===== src/rtl/control_unit_pkg.sv =====
// Shared definitions for the control_unit microsequencer: state encodings,
// ALU op codes, register-bank addresses, opcode classes and the control word.
package control_unit_pkg;

   localparam int unsigned OPC_W   = 5;
   localparam int unsigned SEL_W   = 3;
   localparam int unsigned ADDR_W  = 3;
   localparam int unsigned SHAMT_W = 2;
   localparam int unsigned STATE_W = 4;
   localparam int unsigned FLAG_W  = 4;

   typedef enum logic [STATE_W-1:0] {
      ST_INIT = 4'd0,
      ST_IDLE = 4'd1,
      ST_F0   = 4'd2,
      ST_F1   = 4'd3,
      ST_F2   = 4'd4,
      ST_DEC  = 4'd5,
      ST_EX   = 4'd6,
      ST_M0   = 4'd7,
      ST_M1   = 4'd8,
      ST_M2   = 4'd9,
      ST_SK   = 4'd10,
      ST_HALT = 4'd11
   } state_e;

   // ALU operations used directly by the sequencer
   localparam logic [SEL_W-1:0] SEL_PASS_B = 3'b000;
   localparam logic [SEL_W-1:0] SEL_INC_B  = 3'b110;

   // Register-bank addresses
   localparam logic [ADDR_W-1:0] REG_PC   = 3'b000;
   localparam logic [ADDR_W-1:0] REG_DPTR = 3'b001;
   localparam logic [ADDR_W-1:0] REG_A    = 3'b011;
   localparam logic [ADDR_W-1:0] REG_ACC  = 3'b111;

   // Opcode classes (instruction[4:3]) and fully decoded opcodes
   localparam logic [1:0] CLS_ALU = 2'b00;
   localparam logic [1:0] CLS_MOV = 2'b01;
   localparam logic [1:0] CLS_MEM = 2'b10;
   localparam logic [1:0] CLS_CTL = 2'b11;

   localparam logic [OPC_W-1:0] OPC_LOAD  = 5'b10000;
   localparam logic [OPC_W-1:0] OPC_STORE = 5'b10100;
   localparam logic [OPC_W-1:0] OPC_HALT  = 5'b11111;

   typedef struct packed {
      logic               ir_sclr;
      logic               mar_sclr;
      logic               enaf;
      logic [SEL_W-1:0]   selop;
      logic [SHAMT_W-1:0] shamt;
      logic               bank_wr_en;
      logic [ADDR_W-1:0]  busb_addr;
      logic [ADDR_W-1:0]  busc_addr;
      logic               ir_en;
      logic               mar_en;
      logic               mdr_en;
      logic               wr_rdn;
      logic               mdr_alu_n;
      logic               halted;
   } ctrl_t;

   // State entered from DEC for a given opcode; unlisted opcodes run as a NOP in EX
   function automatic state_e exec_state(input logic [OPC_W-1:0] instr);
      state_e st;
      st = ST_EX;
      case (instr[4:3])
         CLS_MEM: begin
            if (instr == OPC_LOAD || instr == OPC_STORE) st = ST_M0;
         end
         CLS_CTL: begin
            if (instr == OPC_HALT) st = ST_HALT;
            else if (!instr[2])    st = ST_SK;
         end
         default: st = ST_EX;
      endcase
      return st;
   endfunction

endpackage


===== src/rtl/control_unit_decoder.sv =====
// Combinational control-word decoder for control_unit.
// Ports:
//   state_i       current sequencer state
//   instruction_i IR opcode
//   flags_i       {Z,P,N,C}, indexed by the SKIP flag select
//   ctrl_o        control word for this cycle (unused fields 0)
module control_unit_decoder
   import control_unit_pkg::*;
#(
   parameter logic [SHAMT_W-1:0] SHIFT_AMT = 2'd1
) (
   input  state_e             state_i,
   input  logic [OPC_W-1:0]   instruction_i,
   input  logic [FLAG_W-1:0]  flags_i,
   output ctrl_t              ctrl_o
);

   logic is_store;
   assign is_store = (instruction_i == OPC_STORE);

   // Moore decode: every field defaults to 0, each state sets only what it uses
   always_comb begin
      ctrl_o = '0;
      case (state_i)
         ST_INIT: begin
            ctrl_o.ir_sclr  = 1'b1;
            ctrl_o.mar_sclr = 1'b1;
         end
         ST_F0: begin
            ctrl_o.busb_addr = REG_PC;
            ctrl_o.selop     = SEL_PASS_B;
            ctrl_o.mar_en    = 1'b1;
         end
         ST_F1: begin
            ctrl_o.mdr_alu_n = 1'b1;
            ctrl_o.mdr_en    = 1'b1;
         end
         ST_F2: begin
            ctrl_o.ir_en      = 1'b1;
            ctrl_o.busb_addr  = REG_PC;
            ctrl_o.selop      = SEL_INC_B;
            ctrl_o.busc_addr  = REG_PC;
            ctrl_o.bank_wr_en = 1'b1;
         end
         ST_EX: begin
            case (instruction_i[4:3])
               CLS_ALU: begin
                  ctrl_o.selop      = instruction_i[2:0];
                  ctrl_o.busb_addr  = REG_A;
                  ctrl_o.busc_addr  = REG_ACC;
                  ctrl_o.bank_wr_en = 1'b1;
                  ctrl_o.enaf       = 1'b1;
                  ctrl_o.shamt      = SHIFT_AMT;
               end
               CLS_MOV: begin
                  ctrl_o.busb_addr  = REG_ACC;
                  ctrl_o.selop      = SEL_PASS_B;
                  ctrl_o.busc_addr  = instruction_i[2:0];
                  ctrl_o.bank_wr_en = 1'b1;
               end
               default: ;
            endcase
         end
         ST_M0: begin
            ctrl_o.busb_addr = REG_DPTR;
            ctrl_o.selop     = SEL_PASS_B;
            ctrl_o.mar_en    = 1'b1;
         end
         ST_M1: begin
            ctrl_o.mdr_en = 1'b1;
            if (is_store) begin
               ctrl_o.busb_addr = REG_ACC;
               ctrl_o.selop     = SEL_PASS_B;
            end else begin
               ctrl_o.mdr_alu_n = 1'b1;
            end
         end
         ST_M2: begin
            if (is_store) begin
               ctrl_o.wr_rdn = 1'b1;
            end else begin
               ctrl_o.busc_addr  = REG_ACC;
               ctrl_o.mdr_alu_n  = 1'b1;
               ctrl_o.bank_wr_en = 1'b1;
            end
         end
         ST_SK: begin
            // PC increment is always presented; only the write depends on the flag
            ctrl_o.selop      = SEL_INC_B;
            ctrl_o.busb_addr  = REG_PC;
            ctrl_o.busc_addr  = REG_PC;
            ctrl_o.bank_wr_en = flags_i[instruction_i[1:0]];
         end
         ST_HALT: begin
            ctrl_o.halted = 1'b1;
         end
         default: ;
      endcase
   end

endmodule


===== src/rtl/control_unit.sv =====
// Fetch/decode/execute microsequencer driving memory_system's control inputs.
// Ports:
//   clk, rst             clock, synchronous active-high reset
//   run                  level: leave IDLE / keep fetching
//   instruction          IR opcode; C,N,P,Z ALU flags
//   ir_sclr, mar_sclr    sync clears; enaf flag update enable
//   selop, shamt         ALU op and shift amount
//   bank_wr_en, busB_addr, busC_addr  register bank control
//   ir_en, mar_en, mdr_en, wr_rdn, mdr_alu_n  load/memory control
//   halted, state_m      HALT indicator and state monitor
module control_unit
   import control_unit_pkg::*;
#(
   parameter logic [SHAMT_W-1:0] SHIFT_AMT = 2'd1
) (
   input  logic               clk,
   input  logic               rst,
   input  logic               run,
   input  logic [OPC_W-1:0]   instruction,
   input  logic               C,
   input  logic               N,
   input  logic               P,
   input  logic               Z,
   output logic               ir_sclr,
   output logic               mar_sclr,
   output logic               enaf,
   output logic [SEL_W-1:0]   selop,
   output logic [SHAMT_W-1:0] shamt,
   output logic               bank_wr_en,
   output logic [ADDR_W-1:0]  busB_addr,
   output logic [ADDR_W-1:0]  busC_addr,
   output logic               ir_en,
   output logic               mar_en,
   output logic               mdr_en,
   output logic               wr_rdn,
   output logic               mdr_alu_n,
   output logic               halted,
   output logic [STATE_W-1:0] state_m
);

   state_e state_q, state_d;
   ctrl_t  ctrl_raw, ctrl_c;

   // State register
   always_ff @(posedge clk) begin
      if (rst) state_q <= ST_INIT;
      else     state_q <= state_d;
   end

   // Next-state logic
   always_comb begin
      state_d = state_q;
      case (state_q)
         ST_INIT: state_d = ST_IDLE;
         ST_IDLE: if (run) state_d = ST_F0;
         ST_F0:   state_d = ST_F1;
         ST_F1:   state_d = ST_F2;
         ST_F2:   state_d = ST_DEC;
         ST_DEC:  state_d = exec_state(instruction);
         ST_M0:   state_d = ST_M1;
         ST_M1:   state_d = ST_M2;
         ST_EX, ST_M2, ST_SK: state_d = run ? ST_F0 : ST_IDLE;
         ST_HALT: state_d = ST_HALT;
         default: state_d = ST_INIT;
      endcase
   end

   control_unit_decoder #(
      .SHIFT_AMT(SHIFT_AMT)
   ) u_decoder (
      .state_i      (state_q),
      .instruction_i(instruction),
      .flags_i      ({Z, P, N, C}),
      .ctrl_o       (ctrl_raw)
   );

   // Reset blanks the word in the cycle it is asserted so no partial write escapes
   assign ctrl_c  = rst ? '0 : ctrl_raw;
   assign state_m = rst ? '0 : state_q;

   assign ir_sclr    = ctrl_c.ir_sclr;
   assign mar_sclr   = ctrl_c.mar_sclr;
   assign enaf       = ctrl_c.enaf;
   assign selop      = ctrl_c.selop;
   assign shamt      = ctrl_c.shamt;
   assign bank_wr_en = ctrl_c.bank_wr_en;
   assign busB_addr  = ctrl_c.busb_addr;
   assign busC_addr  = ctrl_c.busc_addr;
   assign ir_en      = ctrl_c.ir_en;
   assign mar_en     = ctrl_c.mar_en;
   assign mdr_en     = ctrl_c.mdr_en;
   assign wr_rdn     = ctrl_c.wr_rdn;
   assign mdr_alu_n  = ctrl_c.mdr_alu_n;
   assign halted     = ctrl_c.halted;

endmodule


===== config.mk =====
export PLATFORM = sky130hd
export DESIGN_NAME = control_unit
export DESIGN_NICKNAME = d
export VERILOG_FILES = /design/src/rtl/control_unit_pkg.sv /design/src/rtl/control_unit_decoder.sv /design/src/rtl/control_unit.sv
export SDC_FILE = /design/constraint.sdc
export NUM_CORES = 1
export LEC_CHECK = 0
export CORE_MARGIN = 2
export CORE_UTILIZATION = 40
export DETAILED_ROUTE_END_ITERATION = 10
export GPL_TIMING_DRIVEN = 0
export HOLD_SLACK_MARGIN = 0.15
export MAX_ROUTING_LAYER = met4
export PLACE_DENSITY = 0.79
export SLEW_MARGIN = 20
export SYNTH_ARGS = -nofsm -noshare
export SYNTH_HDL_FRONTEND = slang
export SYNTH_SLANG_ARGS = --single-unit
export TNS_END_PERCENT = 50

===== constraint.sdc =====
create_clock -name clk -period 3.29 [get_ports clk]
set_input_delay 0.4935 -clock clk [delete_from_list [all_inputs] [get_ports clk]]
set_output_delay 0.4935 -clock clk [all_outputs]
set_load 0.005 [all_outputs]

==> results.toml, run 1 <==
[synth]
synthCells = 109
synth_edf_count = 0
synthTopCellsByCount = "nor2_1, a21oi_1, inv_1, nand2_1"
ys.flop_type = "dfxtp_1"
yosysUniqueCellTypes = 42
yosysSeqAreaShare_pct = 10.9
synth_area_um2 = 732
syn_nets = 121
avgSynthCellArea_um2 = 6.72
netlist_top_cells_area = "dfxtp_1, a21oi_1, nor2_1, buf_4, nand2b_4"
synth-seq-cells = 4
yosysMostFrequentCell = "nor2_1"
yosysTopAreaCellShare_pct = 10.9
synth-async-reset-ratio_pct = 0
yosys_warnings = 0
synth_top_area_cell = "dfxtp_1"

[final_layout]
largest_register_ffs = 4
area_delta_synth_final_pct = 52.5
drive_gt1_share_pct = 12.4
finish.utilization_pct = 64.6
top_register = "state_q"
fin_nets = 159
diodes = 0
reg_top3 = "state_q x4"

[power_and_ir_drop]
peakVddDrop_uv = 170
power_density_mw_per_mm2 = 248
combPwrFrac_pct = 54.7
p_leak_nw = 0.424
p_sw_mw = 0.108
clkPwrFrac_pct = 21.9
p_int_mw = 0.169
p_seq_share_pct = 23.3
swShare_pct = 39.1

[detailed_routing]
drtIter0Drc = 21
drc_errors = 0
drt-wirelength-per-cell_um = 13.7
ant_nets = 0
post_drt_via_cell_ratio = 5.58
num_vias = 949
first_pass_iters = 5
drt_wl_total_mm = 2.33

[die]
die_y_um = 46.8
io_pins = 37
design.die.area_mm2 = 0.00219
rows = 15
fp.dieW_um = 46.8
start_util_pct = 42.4
coreArea_mm2 = 0.00173

[worst_setup_path]
path_class = "in2out"
worstPathArrival_ns = 2.52
cp.required_ns = 2.80
startpoint_type = "input pin"
worstPathMaxFanout = 6
cp-end-kind = "primary output"

[clock_tree]
clk_pin_slew_worst_paths_ns = 0.04
postCtsSetupBuffers = 0
cts_made_buffers = 3
clockRootBuffer = "clkbuf_4"
htree_levels = 1
clock_latency_ns = 0.23
cts_resized = 0
holdBufCountCts = 0
cts_sinks = 4
clockBufferDepth = 2
cts_tree = "done"

[sta]
fin_skew_ns = 0.000378
tightest_slew_ns = 0.649
fmax_mhz = 332
finalCritPeriodShare_pct = 91.7
layout_min_cycle_time_ns = 3.02
hold_violations = 0
slew_viol_final = 0
rsz0062_at_grt = "false"
setup_viol = 0
tns_ns = 0
slew-limit-headroom_pct = 56.2
hold_ws_ns = 0.690

[job]
drv_cap = 0

[global_routing]
grt_pass1_vias = 825
grt_pass1_wl_mm = 3.56
grt_usage_pct = 22.7
antenna_found_initial = 0
overflow = 0
grt_max_degree = 11

[placement]
port_buffers = 33
gp_congestion = 0.871
place.detailed.hpwl_mm = 1.72

[hold_path]
hp-class = "reg2reg"

[run_status]
status = "finished, final reports clean"
## worst paths after layout
check | cells after the start | endpoint | start | slack (ns)
max reg2reg | 5 | state_q[0] | state_q[1] | 1.79
min | 3 | state_q[2] | state_q[1] | 0.69
max | 6 | busC_addr[1] | instruction[1] | 0.27
min reg2reg | 3 | state_q[2] | state_q[1] | 0.69
## worst max-delay path, stage by stage
cell	delay [ns]
clkdlybuf4s50_1	0.51
nor3_1	0.43
nand3_1	0.23
and3_1	0.23
o21a_1	0.19
clkdlybuf4s50_1	0.44
## layer usage
layer / vias up / GRT usage, % / wire, um
met5: - / - / 0
met4: 0 / 8.33 / 0
met3: 0 / 0 / 146
met1: 441 / 31.4 / 1070
met2: 40 / 35.6 / 1110
li1: 468 / - / -
## per-stage QoR
step	cells	power (mW)	worst slack, ns	area, um2
2_1_floorplan	109	0.156	1.32	732
5_1_grt	170	0.297	0.117	1120
6_report	170	0.277	0.274	1120
3_5_place_dp	167	0.214	0.309	1090
4_1_cts	170	0.279	0.280	1120
3_3_place_gp	167	0.212	0.308	1090
## cells by family after synthesis
logic type / count (synthesis) / synth area share [%]
compound gates: 35 / 33.3
flops: 4 / 10.9
buf+inv: 19 / 12.6
simple gates: 49 / 39.5
other cells: 1 / 0.512
mux: 1 / 3.08
## placed cells by master, fill, tap and decap left out, types with 2 or more instances in the layout
| master | Yosys | final |
|---|---|---|
| nand2b_4 | 2 | 2 |
| clkbuf_1 | 3 | 3 |
| o21ai_0 | 3 | 3 |
| inv_1 | 6 | 6 |
| nor2_1 | 12 | 12 |
| dfxtp_1 | 4 | 4 |
| nor2b_1 | 4 | 4 |
| nand2b_1 | 3 | 3 |
| nand4_1 | 2 | 2 |
| nand3_1 | 3 | 3 |
| or3_1 | 2 | 2 |
| o21a_1 | 3 | 3 |
| a2bb2oi_1 | 2 | 2 |
| buf_2 | 4 | 4 |
| nor4b_1 | 3 | 3 |
| nor3_1 | 4 | 4 |
| a211oi_1 | 3 | 3 |
| nand2_1 | 6 | 6 |
| buf_4 | 4 | 4 |
| nor4_1 | 3 | 3 |
| clkbuf_4 | 0 | 3 |
| clkdlybuf4s50_1 | 0 | 33 |
| a21oi_1 | 10 | 10 |
| a21o_1 | 3 | 3 |
## power groups by stage
stage | sequential (mW) | clock [mW] | combinational, mW
5_1_grt | 0.0659 | 0.0648 | 0.166
3_5_place_dp | 0.0645 | 0 | 0.150
2_1_floorplan | 0.0619 | 0 | 0.0941
6_report | 0.0647 | 0.0607 | 0.152
3_3_place_gp | 0.0653 | 0 | 0.147
4_1_cts | 0.0644 | 0.0643 | 0.150
## area by class of cell
type / instances / area, um2
fillers: 174 / 611
multi-input cells: 86 / 559
repair buffers: 33 / 330
flip-flops and latches: 4 / 80.1
plain buffers: 13 / 70.1
well taps: 25 / 31.3
clock buffers: 3 / 22.5
inverters: 6 / 22.5
Power figures use the tool's default switching activity.
==> run 2: changes to the inputs <==
--- a/config.mk
+++ b/config.mk
@@ -5,13 +5,14 @@
 export SDC_FILE = /design/constraint.sdc
 export NUM_CORES = 1
 export LEC_CHECK = 0
+export ABC_AREA = 1
 export CORE_MARGIN = 2
 export CORE_UTILIZATION = 40
 export DETAILED_ROUTE_END_ITERATION = 10
-export GPL_TIMING_DRIVEN = 0
 export HOLD_SLACK_MARGIN = 0.15
 export MAX_ROUTING_LAYER = met4
-export PLACE_DENSITY = 0.79
+export PLACE_DENSITY = 0.84
+export SKIP_CTS_REPAIR_TIMING = 1
 export SLEW_MARGIN = 20
 export SYNTH_ARGS = -nofsm -noshare
 export SYNTH_HDL_FRONTEND = slang
==> run 2 against run 1 <==
  * Synthesized cell count increased by 10%
  * Clock skew increased by 0.0065 ns
  * Count of clock-buffer cells in the layout did not move
  * Worst hold slack is essentially flat
  * Critical path depth unchanged
  * Non-clock buffer count shrank 10
  * Sequential share of layout area grew 0.85 points
  * Cell count unchanged
  * Critical path type unchanged
  * Largest cell class unchanged
==> results.toml, run 2 <==
[run_status]
status = "finished, final reports clean"

[worst_setup_path]
startpoint_type = "input pin"
cp.required_ns = 2.80
cp-end-kind = "primary output"
worstPathArrival_ns = 2.29
worstPathMaxFanout = 6
path_class = "in2out"

[placement]
place.detailed.hpwl_mm = 1.56
gp_congestion = 0.850
placed_cells = 167
placed_area_um2 = 976
port_buffers = 35

[die]
die_y_um = 43.6
io_pins = 37
fp.dieW_um = 43.6
start_util_pct = 42.2
rows = 14
design.die.area_mm2 = 0.00190
coreArea_mm2 = 0.00149

[global_routing]
grt_max_degree = 14
overflow = 0
grt_pass1_wl_mm = 3.22
grt_usage_pct = 22.0
antenna_found_initial = 0
grt_pass1_vias = 764

[synth]
ys.flop_type = "dfxtp_1"
synthTopCellsByCount = "nor2_1, nand2_1, inv_1, a21oi_1, nand3_1"
yosysMostFrequentCell = "nor2_1"
yosysSeqAreaShare_pct = 12.7
yosysTopAreaCellShare_pct = 14.9
netlist_top_cells_area = "nor2_1, nand2_1, dfxtp_1, a21oi_1, inv_1"
synth_top_area_cell = "nor2_1"
syn_nets = 132
yosys_warnings = 0
synth_area_um2 = 628
synth-async-reset-ratio_pct = 0
yosysUniqueCellTypes = 20
synth_edf_count = 0
avgSynthCellArea_um2 = 5.23
synthCells = 120
synth-seq-cells = 4

[detailed_routing]
drtIter0Drc = 33
drt_wl_total_mm = 1.87
post_drt_via_cell_ratio = 4.92
drc_errors = 0
ant_nets = 0
drt-wirelength-per-cell_um = 11.0
num_vias = 837
first_pass_iters = 4

[job]
drv_cap = 0

[sta]
fin_skew_ns = 0.00686
rsz0062_at_grt = "false"
tns_ns = 0
hold_violations = 0
finalCritPeriodShare_pct = 84.6
layout_min_cycle_time_ns = 2.78
setup_viol = 0
fmax_mhz = 359
slew_viol_final = 0

[clock_tree]
clock_latency_ns = 0.23
clk_pin_slew_worst_paths_ns = 0.04
cts_sinks = 4
cts_tree = "done"
clockBufferDepth = 2
htree_levels = 1
cts_made_buffers = 3
clockRootBuffer = "clkbuf_4"

[power_and_ir_drop]
power_density_mw_per_mm2 = 236
p_leak_nw = 0.448
peakVddDrop_uv = 275

[final_layout]
reg_top3 = "state_q x4"
top_register = "state_q"
area_delta_synth_final_pct = 59.0
diodes = 0
fin_nets = 168
stdcell_area_um2 = 998
layout_commonest_cell = "clkdlybuf4s50_1"
fillCellCount = 131
finish.utilization_pct = 67.1
largest_register_ffs = 4
mostFrequentLayoutCells = "clkdlybuf4s50_1, nor2_1, nand2_1"
stdcell_count = 170
drive_gt1_share_pct = 11.0

[hold_path]
hp-class = "reg2reg"
[run 2: changes by cell type in the layout (fill, tap and decap cells not counted), moves of 4 or more]
cell     change
buf_2        -4
inv_1       +11
nand2_1     +16
nand3_1      +5
nor2_1      +13
nor2b_1      -4
nor3_1       -4
[run 2: worst max-delay path, stage by stage]
cell,delay [ns]
clkdlybuf4s50_1,0.51
nor2_1,0.18
nand4_1,0.16
or2_1,0.29
a21oi_1,0.14
clkdlybuf4s50_1,0.52
[run 2: cells by family after synthesis]
group / count (synthesis) / synth area share, %
buffers and inverters: 25 / 16.7
AOI/OAI and AO/OA: 22 / 18.9
DFF: 4 / 12.7
other: 1 / 0.597
and+or+nand+nor: 68 / 51.0
[run 2: through the flow]
stage          total power, mW  setup slack, ns  hold WS, ns
4_1_cts                  0.239            0.521        0.690
6_report                 0.236            0.507        0.690
2_1_floorplan            0.128             1.59        0.606
5_1_grt                  0.257            0.353        0.732
3_3_place_gp             0.173            0.599        0.671
3_5_place_dp             0.177            0.520        0.673
[run 2: routing by layer]
metal / vias up / part of all wire, % / track usage, %
met5: - / 0 / -
met4: 0 / 0 / 3.64
met3: 0 / 4.0 / 2.50
met2: 22 / 50 / 35.3
met1: 370 / 46 / 30.1
li1: 445 / - / -
[run 2: power breakdown]
group / internal (mW) / total (mW) / switching, mW / leakage (nW)
Sequential: 0.0549 / 0.0643 / 0.00939 / 0.0328
Combinational: 0.0526 / 0.112 / 0.0597 / 0.401
Clock: 0.0407 / 0.0593 / 0.0185 / 0.0138
Total: 0.148 / 0.236 / 0.0877 / 0.448
[run 2: area by class of cell]
class | count | area (um2) | share of cell area [%]
Multi-Input combinational cell | 91 | 443 | 44.4
Timing Repair Buffer | 36 | 358 | 35.8
Sequential cell | 4 | 80.1 | 8.02
Inverter | 20 | 75.1 | 7.52
Clock buffer | 3 | 22.5 | 2.26
Tap cell | 16 | 20.0 | 2.01
[run 2: final timing paths]
| kind | startpoint | end | slack (ns) | cells past startpoint |
|---|---|---|---|---|
| setup reg to reg | state_q[0] | state_q[0] | 1.96 | 8 |
| hold reg to reg | state_q[3] | state_q[1] | 0.69 | 3 |
| setup / recovery | instruction[0] | busB_addr[2] | 0.51 | 6 |
| hold / removal | state_q[3] | state_q[1] | 0.69 | 3 |
==> run 3: changes to the inputs <==
--- a/config.mk
+++ b/config.mk
@@ -7,11 +7,11 @@
 export LEC_CHECK = 0
 export ABC_AREA = 1
 export CORE_MARGIN = 2
-export CORE_UTILIZATION = 40
+export CORE_UTILIZATION = 37
 export DETAILED_ROUTE_END_ITERATION = 10
 export HOLD_SLACK_MARGIN = 0.15
 export MAX_ROUTING_LAYER = met4
-export PLACE_DENSITY = 0.84
+export PLACE_DENSITY = 0.78
 export SKIP_CTS_REPAIR_TIMING = 1
 export SLEW_MARGIN = 20
 export SYNTH_ARGS = -nofsm -noshare
==> constraint.sdc (replaced) <==
create_clock -name clk -period 2.87 [get_ports clk]
set_input_delay 0.4305 -clock clk [delete_from_list [all_inputs] [get_ports clk]]
set_output_delay 0.4305 -clock clk [all_outputs]
set_load 0.005 [all_outputs]
==> run 3 against run 2 <==
  * Sequential share of layout area did not move
  * Wire length rose by 2.3%
  * First-iteration DRC count fell by 18%
  * Die area rose by 7.4%
  * Via count rose by 3.2%
  * Non-clock buffer count did not move
  * Setup slack got worse by 0.25 ns
  * Core utilization fell by 2.3 points
  * Clock power rose by 18%
  * Worst hold slack improved by 0.0089 ns
  * Clock skew barely moved
  * Count of clock-buffer cells in the layout did not move
  * Largest cell class unchanged
  * Highest routed layer is now met4
==> results.toml, run 3 (same netlist as run 2, synthesis figures left out) <==
[final_layout]
reg_top3 = "state_q x4"
layout_commonest_cell = "clkdlybuf4s50_1"
fillCellCount = 163
ff_latch_area_um2 = 80.1
mostFrequentLayoutCells = "clkdlybuf4s50_1, nor2_1, nand2_1"
area_delta_synth_final_pct = 59.0
diodes = 0
multi_input_area_um2 = 443
fin_nets = 168
top_register = "state_q"
drive_gt1_share_pct = 11.0
largest_register_ffs = 4

[global_routing]
grt_pass1_vias = 707
grt_usage_pct = 20.6
antenna_found_initial = 0
grt_max_degree = 13
grt_pass1_wl_mm = 3.05
overflow = 0

[die]
rows = 14
coreArea_mm2 = 0.00154
fp.dieW_um = 45.2
io_pins = 37
design.die.area_mm2 = 0.00204
start_util_pct = 40.7
die_y_um = 45.2

[sta]
rsz0062_at_grt = "false"
slew_viol_final = 0
finalCritPeriodShare_pct = 91.0
hold_violations = 0
setup_viol = 0
fin_skew_ns = 0.00730
tns_ns = 0
layout_min_cycle_time_ns = 2.61
setup_slack_ns = 0.257
fmax_mhz = 383

[detailed_routing]
dr_wl_met3_um = 85
first_pass_iters = 4
drtIter0Drc = 27
top_layer_used = "met4"
post_drt_via_cell_ratio = 5.08
drt_wl_total_mm = 1.91
num_vias = 864
drc_errors = 0
drt-wirelength-per-cell_um = 11.3
wl_met1_um = 926
ant_nets = 0
wl_met2_um = 880

[worst_setup_path]
path_class = "in2out"
worstPathMaxFanout = 6
worstReg2RegStart = "state_q[0]"
cp-end-kind = "primary output"
r2r_end = "state_q[0]"
rrSetupSlack_ns = 1.50
startpoint_type = "input pin"
r2r_cells = 8
worstPathArrival_ns = 2.18
cp.required_ns = 2.44

[power_and_ir_drop]
power_mw = 0.272
p_leak_nw = 0.448
peakVddDrop_uv = 295
power_density_mw_per_mm2 = 273

[hold_path]
hp-class = "reg2reg"
hold_start = "state_q[1]"
min_to = "state_q[2]"
holdPathStages = 4

[run_status]
status = "finished, final reports clean"

[clock_tree]
clockRootBuffer = "clkbuf_4"
clockBufferDepth = 2
cts_sinks = 4
cts_tree = "done"
clock_latency_ns = 0.24
clk_pin_slew_worst_paths_ns = 0.03
cts_made_buffers = 3
htree_levels = 1

[placement]
place_ws_ns = 0.263
place.detailed.hpwl_mm = 1.62
port_buffers = 35
gp_congestion = 0.914

[job]
drv_cap = 0
run 3: cell counts in the layout (fill, tap and decap cells not counted):
No cell type changed its count.
run 3: final cells by class:
| type | instances | area share [%] |
|---|---|---|
| Tap cell | 16 | 2.01 |
| Sequential cell | 4 | 8.02 |
| Inverter | 20 | 7.52 |
| Clock buffer | 3 | 2.26 |
| Multi-Input combinational cell | 91 | 44.4 |
| Timing Repair Buffer | 36 | 35.8 |
run 3: worst max path at each step:
stage	to	slack, ns	startpoint
5_1_grt	busB_addr[0]	0.08	instruction[0]
3_5_place_dp	busB_addr[0]	0.26	instruction[0]
3_3_place_gp	busB_addr[0]	0.30	instruction[0]
4_1_cts	busB_addr[0]	0.26	instruction[0]
6_report	busB_addr[0]	0.26	instruction[0]
2_1_floorplan	shamt[0]	1.29	state_q[2]
run 3: per-layer routing:
layer | track usage [%] | vias to the layer above
met5 | - | -
met4 | 5.29 | 0
met1 | 28.4 | 391
met2 | 32.6 | 25
li1 | - | 446
met3 | 1.20 | 2
run 3: through the flow:
step | instances | area, um2 | utilization (%) | hold slack, ns
floorplan | 120 | 628 | - | 0.577
global placement | 167 | 976 | 63.3 | 0.670
detailed placement | 167 | 976 | 63.3 | 0.677
CTS | 170 | 998 | 64.8 | 0.694
global route | 170 | 998 | 64.8 | 0.728
finish | 170 | 998 | 64.8 | 0.698
run 3: critical path, stage by stage:
cell and delay, ns:
clkdlybuf4s50_1 0.50, nor2_1 0.17, nand4_1 0.15, or2_1 0.28, a31oi_1 0.13, clkdlybuf4s50_1 0.51
run 3: report_power, final:
part           leakage [nW]  total (mW)  internal, mW  switching (mW)
Combinational         0.401       0.129        0.0603          0.0685
Clock                0.0138      0.0701        0.0468          0.0234
Sequential           0.0328      0.0733        0.0629          0.0103
Total                 0.448       0.272         0.170           0.102
